$ cat src/rtl/hangman_ctrl.sv
// Game sequencer for a four-letter hangman: latches the secret word, evaluates one
// guess per button press, tracks guessed letters / revealed slots and the life count.
module hangman_ctrl #(
    parameter int START_LIVES = 10
) (
    input  logic        clk,
    input  logic        rst,
    input  logic        new_game_i,
    input  logic [19:0] word_in_i,
    input  logic        guess_valid_i,
    input  logic [4:0]  guess_letter_i,
    output logic [4:0]  seg_code0_o,
    output logic [4:0]  seg_code1_o,
    output logic [4:0]  seg_code2_o,
    output logic [4:0]  seg_code3_o,
    output logic [3:0]  score_tens_o,
    output logic [3:0]  score_ones_o,
    output logic [1:0]  status_o,
    output logic        busy_o,
    output logic        hit_o,
    output logic        miss_o,
    output logic        repeat_o
);

    typedef enum logic [2:0] {
        ST_IDLE  = 3'd0,
        ST_PLAY  = 3'd1,
        ST_CHECK = 3'd2,
        ST_WIN   = 3'd3,
        ST_LOSE  = 3'd4
    } state_t;

    localparam logic [6:0] START_L    = 7'(START_LIVES);
    localparam logic [3:0] START_TENS = 4'(START_LIVES / 10);
    localparam logic [3:0] START_ONES = 4'(START_LIVES % 10);
    localparam logic [4:0] CODE_DASH  = 5'd31;
    localparam logic [4:0] CODE_Z     = 5'd25;

    state_t      state_q, state_d;
    logic [19:0] word_q, word_d;
    logic [25:0] guessed_q, guessed_d;
    logic [3:0]  revealed_q, revealed_d;
    logic [6:0]  lives_q, lives_d;
    logic [4:0]  letter_q, letter_d;
    logic [3:0]  tens_q, tens_d;
    logic [3:0]  ones_q, ones_d;
    logic        hit_q, hit_d;
    logic        miss_q, miss_d;
    logic        repeat_q, repeat_d;

    logic [3:0]  match;
    logic [3:0]  load_revealed;
    logic [4:0]  seg_code [4];

    genvar gi;
    generate
        for (gi = 0; gi < 4; gi++) begin : g_slot
            assign match[gi]         = (word_q[5*gi +: 5] == letter_q);
            // Codes outside a..z can never be guessed, so they are shown from the start.
            assign load_revealed[gi] = (word_in_i[5*gi +: 5] > CODE_Z);
            assign seg_code[gi]      = (revealed_q[gi] || state_q == ST_LOSE)
                                       ? word_q[5*gi +: 5] : CODE_DASH;
        end
    endgenerate

    always_comb begin
        state_d    = state_q;
        word_d     = word_q;
        guessed_d  = guessed_q;
        revealed_d = revealed_q;
        lives_d    = lives_q;
        letter_d   = letter_q;
        hit_d      = 1'b0;
        miss_d     = 1'b0;
        repeat_d   = 1'b0;

        if (new_game_i) begin
            word_d     = word_in_i;
            guessed_d  = '0;
            revealed_d = load_revealed;
            lives_d    = START_L;
            state_d    = ST_PLAY;
        end else begin
            case (state_q)
                ST_PLAY: begin
                    if (guess_valid_i && guess_letter_i <= CODE_Z) begin
                        letter_d = guess_letter_i;
                        state_d  = ST_CHECK;
                    end
                end
                ST_CHECK: begin
                    if (guessed_q[letter_q]) begin
                        repeat_d = 1'b1;
                    end else begin
                        guessed_d[letter_q] = 1'b1;
                        if (|match) begin
                            revealed_d = revealed_q | match;
                            hit_d      = 1'b1;
                        end else begin
                            if (lives_q != 7'd0) begin
                                lives_d = lives_q - 7'd1;
                            end
                            miss_d = 1'b1;
                        end
                    end
                    if (&revealed_d) begin
                        state_d = ST_WIN;
                    end else if (lives_d == 7'd0) begin
                        state_d = ST_LOSE;
                    end else begin
                        state_d = ST_PLAY;
                    end
                end
                default: ;
            endcase
        end

        tens_d = 4'(lives_d / 7'd10);
        ones_d = 4'(lives_d % 7'd10);
    end

    always_ff @(posedge clk or posedge rst) begin
        if (rst) begin
            state_q    <= ST_IDLE;
            word_q     <= '0;
            guessed_q  <= '0;
            revealed_q <= '0;
            lives_q    <= START_L;
            letter_q   <= '0;
            tens_q     <= START_TENS;
            ones_q     <= START_ONES;
            hit_q      <= 1'b0;
            miss_q     <= 1'b0;
            repeat_q   <= 1'b0;
        end else begin
            state_q    <= state_d;
            word_q     <= word_d;
            guessed_q  <= guessed_d;
            revealed_q <= revealed_d;
            lives_q    <= lives_d;
            letter_q   <= letter_d;
            tens_q     <= tens_d;
            ones_q     <= ones_d;
            hit_q      <= hit_d;
            miss_q     <= miss_d;
            repeat_q   <= repeat_d;
        end
    end

    always_comb begin
        case (state_q)
            ST_PLAY, ST_CHECK: status_o = 2'b01;
            ST_WIN:            status_o = 2'b10;
            ST_LOSE:           status_o = 2'b11;
            default:           status_o = 2'b00;
        endcase
    end

    assign seg_code0_o  = seg_code[0];
    assign seg_code1_o  = seg_code[1];
    assign seg_code2_o  = seg_code[2];
    assign seg_code3_o  = seg_code[3];
    assign score_tens_o = tens_q;
    assign score_ones_o = ones_q;
    assign busy_o       = (state_q == ST_CHECK);
    assign hit_o        = hit_q;
    assign miss_o       = miss_q;
    assign repeat_o     = repeat_q;

endmodule

$ cat config.mk
export PLATFORM = sky130hd
export DESIGN_NAME = hangman_ctrl
export DESIGN_NICKNAME = d
export VERILOG_FILES = /design/src/rtl/hangman_ctrl.sv
export SDC_FILE = /design/constraint.sdc
export NUM_CORES = 1
export LEC_CHECK = 0
export ABC_CLOCK_PERIOD_IN_PS = 6800
export CORE_UTILIZATION = 45
export DETAILED_ROUTE_END_ITERATION = 6
export PLACE_DENSITY = 0.68
export SLEW_MARGIN = 20
export SYNTH_ARGS = -nofsm -noshare
export SYNTH_HDL_FRONTEND = slang
export SYNTH_SLANG_ARGS = --single-unit
$ cat constraint.sdc
create_clock -name clk -period 6.8 [get_ports clk]
set_input_delay 0.68 -clock clk [delete_from_list [all_inputs] [get_ports clk]]
set_output_delay 0.68 -clock clk [all_outputs]
set_load 0.05 [all_outputs]
After elaboration in Yosys (flattened, before gate mapping)
Cells that the tools add are included.

Output and inout port bits: 34. Logic and storage cells: 91. Input port bits: 29. Register bits: 76.

$add $sub $neg: 1. Divide/modulo/power cells: 2. Magnitude comparators: 7. Equal/unequal tests: 10. Reduce and logical (&&, ||, !) cells: 16. Bitwise logic cells: 3. Muxes and demuxes: 41.

Operators by type and width (number): $mux 26 (3); $mux 7 (7); $or 26x26->26 (1); $mux 4 (6); $eq 5x5->1 (4); $gt 5x5->1 const B (4); $mux 5 (4); $mux 1 (13); $mux 3 (4); $div 7x4->7 const B (1); $logic_not 7->1 (1); $mod 7x4->7 const B (1); $reduce_bool 7->1 (1); $sub 7x1->7 const B (1); $eq 3x2->1 const B (2); $lt 5x6->1 const B (1); $pmux 2 s3 (1); $pmux 3 s2 (1); $bmux 1 s5 (1); $demux 1 s5 (1); $ge 5x1->1 const B (1); $le 5x5->1 const B (1); $logic_or 1x1->1 (4); $or 4x4->4 (1); 13 further kinds (15).

Longest topological paths before layout
Gate-level depths: netlist (run 1).

Word-level depth: 11. Mapped depth: 21. Gate-level depth less buffers: 19.

Least setup slack after synthesis (run 1)
No wires, ideal clock.

Path kind: reg-to-reg. Start point: reg letter_q[1]. End point: reg ones_q[1] (netlist: score_ones_o[1]). Cell stages (with the launch flop): 20. Clock period less this slack: 4067 ps. Slack: 2733 ps. Arrival: 3930 ps. Data required time: 6663 ps. Library setup time: 137 ps. Buffers on the path: 2. Path through: dfrtp_1 > buf_6 > mux4_2 > nand2b_1 > nand4b_2 > nand4_2 > nor4_2 > mux2_4 > inv_4 > a21oi_4 > buf_6 > xnor2_1 > a221oi_1 > ha_1 > inv_1 > a211oi_1 > nor3_1 > a221oi_2 > o21ai_2 > xnor2_1.

Cells in the longest elaborated chain, start to end: 9. Elaborated cells between the ends (all ways): 14.

RTL lines: from (decl) (RTL line 44) `logic [4:0] letter_q, letter_d;`; from (signal assigned) (RTL line 141) `letter_q <= letter_d;`; branches (longest 3 deep; another with $bmux 1 s5); $mux 7 * (RTL line 92) `if (guessed_q[letter_q]) begin`; $mux 7 * (RTL line 84) `case (state_q)`; $mux 7 * (RTL line 77) `if (new_game_i) begin`; $mux 7 * (RTL line 84); $mux 7 * (RTL line 77); net lives_d[3] (RTL line 43) `logic [6:0] lives_q, lives_d;`; $mod 7x4->7 * (RTL line 119) `ones_d = 4'(lives_d % 7'd10);`; net ones_d[1] (RTL line 46) `logic [3:0] ones_q, ones_d;`; to (signal assigned) (RTL line 143) `ones_q <= ones_d;`; to (decl) (RTL line 46).

Mark *: on every way through the listed nets, which the timed path passes. The select of a mux whose other input is x is not followed. A chain may end at the register's enable or synchronous reset.

Worst setup path in the final report (run 1)
Start point: reg letter_q[1]. End point: reg ones_q[1] (netlist: score_ones_o[1]).

Cells in the longest elaborated chain, start to end: 9. Elaborated cells between the ends (all ways): 14.

RTL lines (RTL line): branches (longest 3 deep; another with $bmux 1 s5); $mux 7 * (92); $mux 7 * (84); $mux 7 * (77); $mux 7 * (84); $mux 7 * (77); $mod 7x4->7 * (119); net ones_d[1] (46).

Marked as above.

==> run metrics, run 1 <==
via count of the first global-routing pass 3301; r2r endpoint score_ones_o[1]; Hold/Removal Path Class reg -> reg; aggregate global routing overflow 0; global-route wire length before repair 16900 um; wire length per cell after detailed routing between 15 and 20 um; wirelength, routed 10000 um; Die W 100 um; count of endpoints failing hold in the final timing report 0; result of the run finished clean; Clock Power Share 34.0%; max-capacitance violation count 0; count of state elements after synthesis 75; number of antenna-violating nets in the routed design 0; Port Buffers slightly above 60; cell-by-cell trace of the critical path mux4_2, nand2b_1, nand4b_2, and4_1, nand3_1, a21oi_2, nor2_2, nand2_1, o21ai_0, a221oi_1, ha_1, inv_1, a211oi_1, nor3_1, a221oi_2, o21ai_2, xnor2_1; slowest stage cell, crit path dfrtp_1; First-pass DRT Iterations 5; post-layout minimum cycle time 5.44 ns; end point of the most critical hold path guessed_q[16]; count of antenna diodes in the layout 0; logic gate share of total power 22.9%; gate family responsible for the most delay along the worst path compound AO/OA/AOI/OAI gates; required time of the critical path 7.03 ns; unique cell type count in the Yosys netlist 70; share of the clock period used by the worst path 80.0%; cts bufs inserted 9; Critical Path End Type register; unrepaired setup endpoints after global routing no; overall routing resource usage 21.6%; worst slew margin relative to its limit 38.5%; Fin Clk Skew around 0.012 ns; share of final-layout standard cells stronger than drive strength 1 20.3%; number of synthesized flops with an enable pin 0; primary flip-flop cell chosen by synthesis mapping dfrtp_1; cell depth of the worst setup path 17; total clock sinks 75; leakage component of the power 2.11 nW; final worst setup slack 1.36 ns; worst path buffer plus inverter count 1; cts-stage hold buffer count 0; worst-skew pair later-pin latency approximately 0.37 ns; Filler Cell Count 854; Register-to-Register Setup Slack ~1.4 ns; Hold Crit Start guessed_q[16]; R2R cell count 17; Post-route DRC 0; number of antenna violations at the first check in global routing 0; Final Max Slew Viols 0; share of synthesized area occupied by flip-flops and latches 43.3%; leading area contributor after synthesis dfrtp_1; cells taking the most area after synthesis dfrtp_1, mux2_2, a21oi_1; Synth top area share 41.5%; largest net degree at the start of global routing 76; share of async-settable or async-resettable flops after synthesis 100%; cell depth of the worst min-delay path 2; sequential fraction of design power 43.1%; cell chosen for the clock root clkbuf_8; Data arrival, critical path between 5 and 6 ns; CTS tree done; iteration-0 DRC count of the detailed router a little over 200; placed wire-length estimate after detailed placement 6920 um; proportion of total power due to net switching 32.8%; power density over the cells about 240 nW/um^2; CP max stage delay just under 0.9 ns; clock edge transition at the registers on the reported setup and hold paths 0.09 ns; Net Count, Synth 462; routability congestion estimate from global placement 0.869; y dimension of the die 100 um; fin nets 510; detailed-route vias per instance 5.55; cell internal power dissipation around 850 uW; ports placed on the boundary 63; worst setup path category reg -> reg; number of levels in the clock H-tree 3; Setup Viol. Count Final 0; Hold Worst Slack 0.504 ns; maximum VDD drop ~120 uV; starting density of the core 46.8%; top fanout value on the critical path 18; area enclosed by the die boundary slightly above 10000 sq um; Yosys warnings 0; Post-CTS Setup Bufs 0; number of gates resized after cts 0; Fin Setup TNS 0 ns; number of buffers on the longest clock path 2; Post-Synthesis Cell Area about 4300 sq um; Max Freq 184 MHz; Post-Synthesis Cells 430; minimum setup slack after placement ~1.5 ns; number of core rows 35; slew of the pin with the lowest slew margin 0.922 ns; Critical Path Source Type register; sw power 415 uW; average instance area after synthesis 10.1 sq um; reg-to-reg startpoint letter_q[1]; signed area change from the synthesized netlist to the final layout 20.2%; Core ar. 9280 sq um; vias 3396
## cells in the final DEF, fill, tap and decap left out, types with 3 or more instances in the layout
master,instances
clkdlybuf4s50_1,61
nor2b_1,4
nor3b_1,4
a21oi_1,44
dfrtp_1,72
clkbuf_8,9
mux2i_1,15
mux4_2,4
or2_2,20
a211oi_1,4
dfstp_2,3
or3_1,3
nand3_1,6
o2111ai_1,5
o21ai_0,7
inv_1,6
nor4_2,3
ha_1,3
nor3_1,15
bufinv_16,3
and3_1,3
a22oi_1,3
mux2_2,27
xnor2_1,19
inv_2,3
nand2_1,13
nor2_1,55
o211ai_1,5
xor2_1,8
## synth_stat cells (all sizes together), types with 3 or more instances
library cell and number:
nand3 7, nor3 17, o211ai 5, a211oi 4, buf 17, and3 3, dfstp 3, mux4 4
clkbuf 10, inv 11, o21ai 10, mux2 28, a22oi 3, mux2i 16, or2 21, ha 3
nand2 14, nor2b 4, dfrtp 72, nor2 57, o21a 3, a21oi 46, nor4 5, xor2 8
xnor2 19, or3 3, nor3b 5, o2111ai 5
## kinds of logic (layout without fill, tap and decap cells)
logic type / Yosys count / after routing / share of synthesized area (%)
muxes: 48 / 48 / 13.4
DFF: 75 / 75 / 43.3
adders and majority gates: 3 / 3 / 0.864
buffers and inverters: 38 / 91 / 4.89
AOI/OAI and AO/OA: 89 / 89 / 13.2
and+or+nand+nor: 150 / 150 / 18.9
xor gates and xnor gates: 27 / 27 / 5.44
## flip-flops by register name (all words and copies together) (netlist names)
register and count:
hit_o 1, word_q 20, score_ones_o 4, score_tens_o 4, revealed_q 4, lives_q 6
repeat_o 1, state_q 3, guessed_q 26, miss_o 1, letter_q 5
## power by group through the flow
stage | clock (mW) | combinational (mW) | sequential (mW)
after CTS | 0.437 | 0.290 | 0.546
after detailed placement | 0 | 0.287 | 0.554
after global placement | 0 | 0.283 | 0.552
after global routing | 0.457 | 0.311 | 0.554
after floorplan | 0 | 0.276 | 0.501
final | 0.429 | 0.289 | 0.545
## stage by stage
stage	cell area, sq um	power [mW]	instances	utilization, %
global route	5230	1.32	612	56.3
detailed placement	4980	0.842	596	53.6
floorplan	4350	0.777	430	-
global placement	4970	0.835	596	53.6
finish	5230	1.26	612	56.3
CTS	5230	1.27	612	56.3
## routing by layer
metal  share of wire [%]  vias to the layer above  global-route usage [%]
met5                   0                        -                       0
met4                 1.5                        0                    6.80
met3                 4.4                       16                    3.76
met2                  47                       90                    34.8
met1                  47                     1667                    29.7
li1                    -                     1623                       -
## cell type report
type	instances	area, sq um	area share [%]
flip-flops and latches	75	1880	36.0
repair buffers	64	631	12.1
well taps	129	161	3.09
clock inverters	7	124	2.37
clock buffers	9	124	2.37
inverters	11	46.3	0.886
multi-input cells	317	2260	43.2
## worst min-delay path: stages (launching register included)
cell and delay (ns):
dfrtp_1 0.35, a21oi_1 0.04, nor2_1 0.07
## how the worst max path moves through the flow
stage                      from         endpoint  slack [ns]
floorplan           letter_q[1]  score_ones_o[1]        2.73
global placement    letter_q[1]  score_ones_o[1]        1.63
detailed placement  letter_q[1]  score_ones_o[1]        1.47
CTS                 letter_q[1]  score_ones_o[1]        1.42
global route        letter_q[1]  score_ones_o[2]        0.91
finish              letter_q[1]  score_ones_o[1]        1.36
No activity file was read; power rests on OpenSTA's default activity.
==> run 2: changes to the inputs <==
- ABC_CLOCK_PERIOD_IN_PS: 6800 -> 5570
- clock period: 6.8 -> 5.57 ns (I/O delays scaled with it)
==> run 2 against run 1 <==
  * Register-to-register slack lost 0.77 ns
  * First-iteration DRC count shrank 15%
  * Fmax grew 9.2%
  * Non-clock buffer count grew 4
  * Highest routed layer unchanged
  * Combinational power grew 26%
  * Sequential power grew 21%
  * Sequential share of layout area is the same
  * Count of clock-buffer cells in the layout grew 1
  * Power grew 17%
  * Die area is the same
  * Critical path type unchanged
  * Clock skew is essentially flat
==> run metrics, run 2 (synthesized netlist as in run 1, its figures left out) <==
result of the run finished clean; iteration-0 DRC count of the detailed router 172; Critical Path End Type register; global-route wire length before repair 16600 um; Final Max Slew Viols 0; worst slew margin relative to its limit 36.9%; share of final-layout standard cells stronger than drive strength 1 20.7%; Fin Setup TNS 0 ns; power density over the cells 283 nW/um^2; clock edge transition at the registers on the reported setup and hold paths 0.08 ns; flip-flop count of the largest register after layout 26; overall routing resource usage 21.2%; number of antenna violations at the first check in global routing 0; Die W 100 um; Max Freq 201 MHz; total clock sinks 75; fin nets 514; placed insts 600; vias 3363; Hold/Removal Path Class reg -> reg; post-layout minimum cycle time 4.98 ns; logic gate share of total power 24.5%; sequential fraction of design power 44.4%; detailed-route vias per instance ~5.5; core occupancy in the finished layout 56.3%; cell depth of the worst min-delay path 2; Data arrival, critical path 5.19 ns; end point of the most critical hold path guessed_q[18]; via count of the first global-routing pass ~3300; top fanout value on the critical path 18; share of the clock period used by the worst path 89.4%; Core ar. 9280 sq um; leakage component of the power roughly 2.1 nW; ports placed on the boundary 63; cts-stage hold buffer count 0; signed area change from the synthesized netlist to the final layout 20.2%; Setup Viol. Count Final 0; cts bufs inserted 9; count of antenna diodes in the layout 0; proportion of total power due to net switching about a third; number of core rows 35; slew of the pin with the lowest slew margin 0.946 ns; number of antenna-violating nets in the routed design 0; Critical Path Source Type register; number of buffers on the longest clock path 2; most common library cell in the layout ignoring fill and taps dfrtp_1; Post-CTS Setup Bufs 0; total power draw 1.48 mW; worst-skew pair later-pin latency 0.35 ns; Port Buffers 62; Most flops, register guessed_q; aggregate global routing overflow 0; starting density of the core 46.8%; unrepaired setup endpoints after global routing no; maximum VDD drop 124 uV; Fin Clk Skew 0.0119 ns; wirelength, routed between 9000 and 10000 um; R2R cell count 17; Met2 Routed Length 4510 um; non-filler cells, final 616; worst setup path category reg -> reg; max-capacitance violation count 0; number of levels in the clock H-tree 3; routability congestion estimate from global placement just under 0.9; required time of the critical path 5.78 ns; first element of the critical path letter_q[3]; top routing layer in use met4; wire length per cell after detailed routing 16.2 um; cell internal power dissipation 991 uW; Hold Crit Start guessed_q[18]; leading registers by flop count guessed_q (26), word_q (20), lives_q (6); CTS tree done; r2r endpoint score_ones_o[1]; y dimension of the die about 100 um; detailed-routed wire length on met3 466 um; placed wire-length estimate after detailed placement between 6000 and 7000 um; Register-to-Register Setup Slack 0.59 ns; count of endpoints failing hold in the final timing report 0; First-pass DRT Iterations 4; number of gates resized after cts 0; largest net degree at the start of global routing 76; Post-route DRC 0; sw power 491 uW; cell chosen for the clock root clkbuf_8; reg-to-reg startpoint letter_q[3]; most frequent cells in the layout dfrtp_1, clkdlybuf4s50_1, nor2_1; Met1 Wirelength 4920 um; area enclosed by the die boundary roughly 10000 sq um; Clock Power Share a little under a third
## run 2: changes by cell type in the layout (fill, tap and decap cells not counted)
cell       change
buf_4          +4
inv_6          -2
bufinv_16      -1
clkbuf_1       +1
clkinv_2       +1
clkinv_4       +1
## run 2: metal layers
layer  GRT usage [%]  vias to the layer above
li1                -                     1631
met4            8.03                        0
met1            30.4                     1646
met2            31.9                       80
met3            3.83                        6
met5               0                        -
## run 2: cell type report
| cell class | instances | area (sq um) |
|---|---|---|
| clock buffers | 10 | 128 |
| clock inverters | 6 | 90.1 |
| multi-input cells | 317 | 2260 |
| flip-flops and latches | 75 | 1880 |
| well taps | 129 | 161 |
| fillers | 854 | 4060 |
| repair buffers | 68 | 661 |
| inverters | 11 | 46.3 |
## run 2: stage by stage
stage,setup WS [ns],area (sq um),hold slack [ns]
after floorplan,1.50,4350,0.457
after global placement,0.789,5000,0.475
after detailed placement,0.651,5010,0.484
after CTS,0.589,5230,0.504
after global routing,0.0775,5230,0.521
final,0.589,5230,0.502
## run 2: worst max-delay path by stage
stage	slack, ns	depth (start not counted)	endpoint
4_1_cts	0.59	17	score_ones_o[1]
2_1_floorplan	1.50	19	score_ones_o[1]
5_1_grt	0.08	17	score_ones_o[1]
6_report	0.59	17	score_ones_o[1]
3_3_place_gp	0.79	17	score_ones_o[1]
3_5_place_dp	0.65	17	score_ones_o[1]
## run 2: power by group through the flow
stage	logic [mW]	clock network [mW]	registers, mW
final	0.363	0.460	0.658
after global routing	0.393	0.497	0.667
after CTS	0.363	0.471	0.658
after detailed placement	0.360	0	0.669
after global placement	0.355	0	0.668
after floorplan	0.337	0	0.612
## run 2: worst max-delay path, stage by stage, from the launching register on
cell	delay [ns]
dfrtp_1	0.80
mux4_2	0.58
o211ai_1	0.23
and4_1	0.52
nand3_1	0.26
a21oi_2	0.20
buf_4	0.21
nor2_2	0.10
nand2_1	0.09
o21ai_0	0.09
a221oi_1	0.38
ha_1	0.32
inv_1	0.15
a211oi_1	0.23
nor3_1	0.09
a221oi_2	0.30
o21ai_2	0.14
xnor2_1	0.14
==> run 3: changes to the inputs <==
- CAP_MARGIN: default -> 40
==> run 3 against run 2 <==
  * Largest cell class unchanged
  * Power fell by 3.3%
  * Global-route usage rose by 0.11 points
  * Highest routed layer unchanged
  * Clock power fell by 11%
  * Cell area barely moved
  * Non-clock buffer count rose by 1
  * Sequential share of layout area barely moved
  * Clock skew fell by 0.0019 ns
  * Count of clock-buffer cells in the layout fell by 1
  * Flip-flop and latch count did not move
==> run metrics, run 3 (synthesized netlist as in run 1, its figures left out) <==
clock edge transition at the registers on the reported setup and hold paths 0.08 ns; cell chosen for the clock root clkbuf_8; power density over the cells about 270 nW/um^2; CP max stage delay 0.80 ns; unrepaired setup endpoints after global routing no; Filler Cell Count 847; iteration-0 DRC count of the detailed router 150; total power draw approximately 1.4 mW; Final Max Slew Viols 0; Critical Path End Type register; count of antenna diodes in the layout 0; Post-CTS Setup Bufs 0; Core ar. 9280 sq um; CTS tree done; cell internal power dissipation 944 uW; Most flops, register guessed_q; cell-by-cell trace of the critical path mux4_2, o211ai_1, and4_1, nand3_1, a21oi_2, buf_4, nor2_2, nand2_1, o21ai_0, a221oi_1, ha_1, inv_1, a211oi_1, nor3_1, a221oi_2, o21ai_2, xnor2_1; Fin Setup TNS 0 ns; detailed-route vias per instance 5.48; overall routing resource usage approximately a fifth; Clock Power Share 28.7%; Critical Path Source Type register; worst slew margin relative to its limit between 40% and 50%; fin nets 515; count of endpoints failing hold in the final timing report 0; starting density of the core 46.8%; share of final-layout standard cells stronger than drive strength 1 21.1%; placed wire-length estimate after detailed placement roughly 7000 um; global-route wire length before repair 16400 um; worst setup path category reg -> reg; vias approximately 3400; logic gate share of total power between 20% and 30%; share of the clock period used by the worst path roughly 90%; Die W 100 um; most frequent cells in the layout dfrtp_1, clkdlybuf4s50_1, nor2_1; Data arrival, critical path 5.22 ns; Max Freq roughly 200 MHz; signed area change from the synthesized netlist to the final layout 20.3%; Hold Worst Slack 0.500 ns; Port Buffers 62; sw power 488 uW; cts-stage hold buffer count 0; Setup Viol. Count Final 0; maximum VDD drop 163 uV; area enclosed by the die boundary 10100 sq um; result of the run finished clean; wirelength, routed 9870 um; number of core rows 35; number of gates resized after cts 0; leakage component of the power 2.12 nW; Fin Clk Skew 0.0100 ns; number of antenna-violating nets in the routed design 0; max-capacitance violation count 0; non-filler cells, final 617; leading registers by flop count guessed_q (26), word_q (20), lives_q (6); number of levels in the clock H-tree 3; worst-skew pair later-pin latency 0.36 ns; y dimension of the die 100 um; number of buffers on the longest clock path 2; flip-flop count of the largest register after layout 26; aggregate global routing overflow 0; proportion of total power due to net switching between 30% and 40%; top fanout value on the critical path 18; wire length per cell after detailed routing roughly 16 um; via count of the first global-routing pass 3260; post-layout minimum cycle time 5.00 ns; sequential fraction of design power about 46%; slew of the pin with the lowest slew margin 0.834 ns; total clock sinks 75; First-pass DRT Iterations 4; routability congestion estimate from global placement 0.895; slowest stage cell, crit path dfrtp_1; ports placed on the boundary 63; number of antenna violations at the first check in global routing 0; cts bufs inserted 9; largest net degree at the start of global routing 52; required time of the critical path 5.79 ns; most common library cell in the layout ignoring fill and taps dfrtp_1; placed insts around 600; Hold/Removal Path Class reg -> reg; Post-route DRC 0
## run 3: metrics by stage
stage	utilization, %	area (sq um)	setup WS (ns)
after global routing	56.3	5230	0.139
after global placement	53.9	5000	0.789
final	56.3	5230	0.570
after floorplan	-	4350	1.50
after CTS	56.3	5230	0.607
after detailed placement	54.2	5040	0.648
## run 3: power groups by stage
stage                     Sequential (mW)  Clock, mW  Combinational (mW)
after detailed placement            0.669          0               0.363
after global placement              0.668          0               0.355
after floorplan                     0.612          0               0.337
after global routing                0.668      0.448               0.395
final                               0.658      0.411               0.364
after CTS                           0.658      0.424               0.365
## run 3: critical path, delay by kind of cell (launching register included)
family	cells	cell delay (ns)
xor+xnor	1	0.15
buf+inv	2	0.36
simple gates	5	1.04
fa+ha+maj	1	0.33
compound gates	7	1.57
mux	1	0.58
flops	1	0.80
## run 3: area by class of cell
class	instances	area [sq um]	area share, %
Multi-Input combinational cell	317	2260	43.2
Sequential cell	75	1880	36.0
Timing Repair Buffer	69	688	13.2
Tap cell	129	161	3.09
Clock buffer	9	124	2.37
Clock inverter	7	68.8	1.32
Inverter	11	46.3	0.885
## run 3: worst paths after layout
path / from / to / slack, ns / cells after the start
worst max-delay path: letter_q[3] / score_ones_o[1] / 0.57 / 17
worst min-delay path: guessed_q[9] / guessed_q[9] / 0.50 / 2
worst max register to register: letter_q[3] / score_ones_o[1] / 0.57 / 17
worst min register to register: guessed_q[9] / guessed_q[9] / 0.50 / 2
max in group asynchronous: rst / revealed_q[0] / 4.44 / 4
min in group asynchronous: rst / lives_q[2] / 0.56 / 3
## run 3: per-layer routing
layer | vias to the layer above | routed length [um] | track usage (%)
met2 | 92 | 4440 | 32.2
met3 | 9 | 493 | 4.74
met4 | 0 | 83 | 6.69
li1 | 1639 | - | -
met5 | - | 0 | 0
met1 | 1642 | 4850 | 30.5
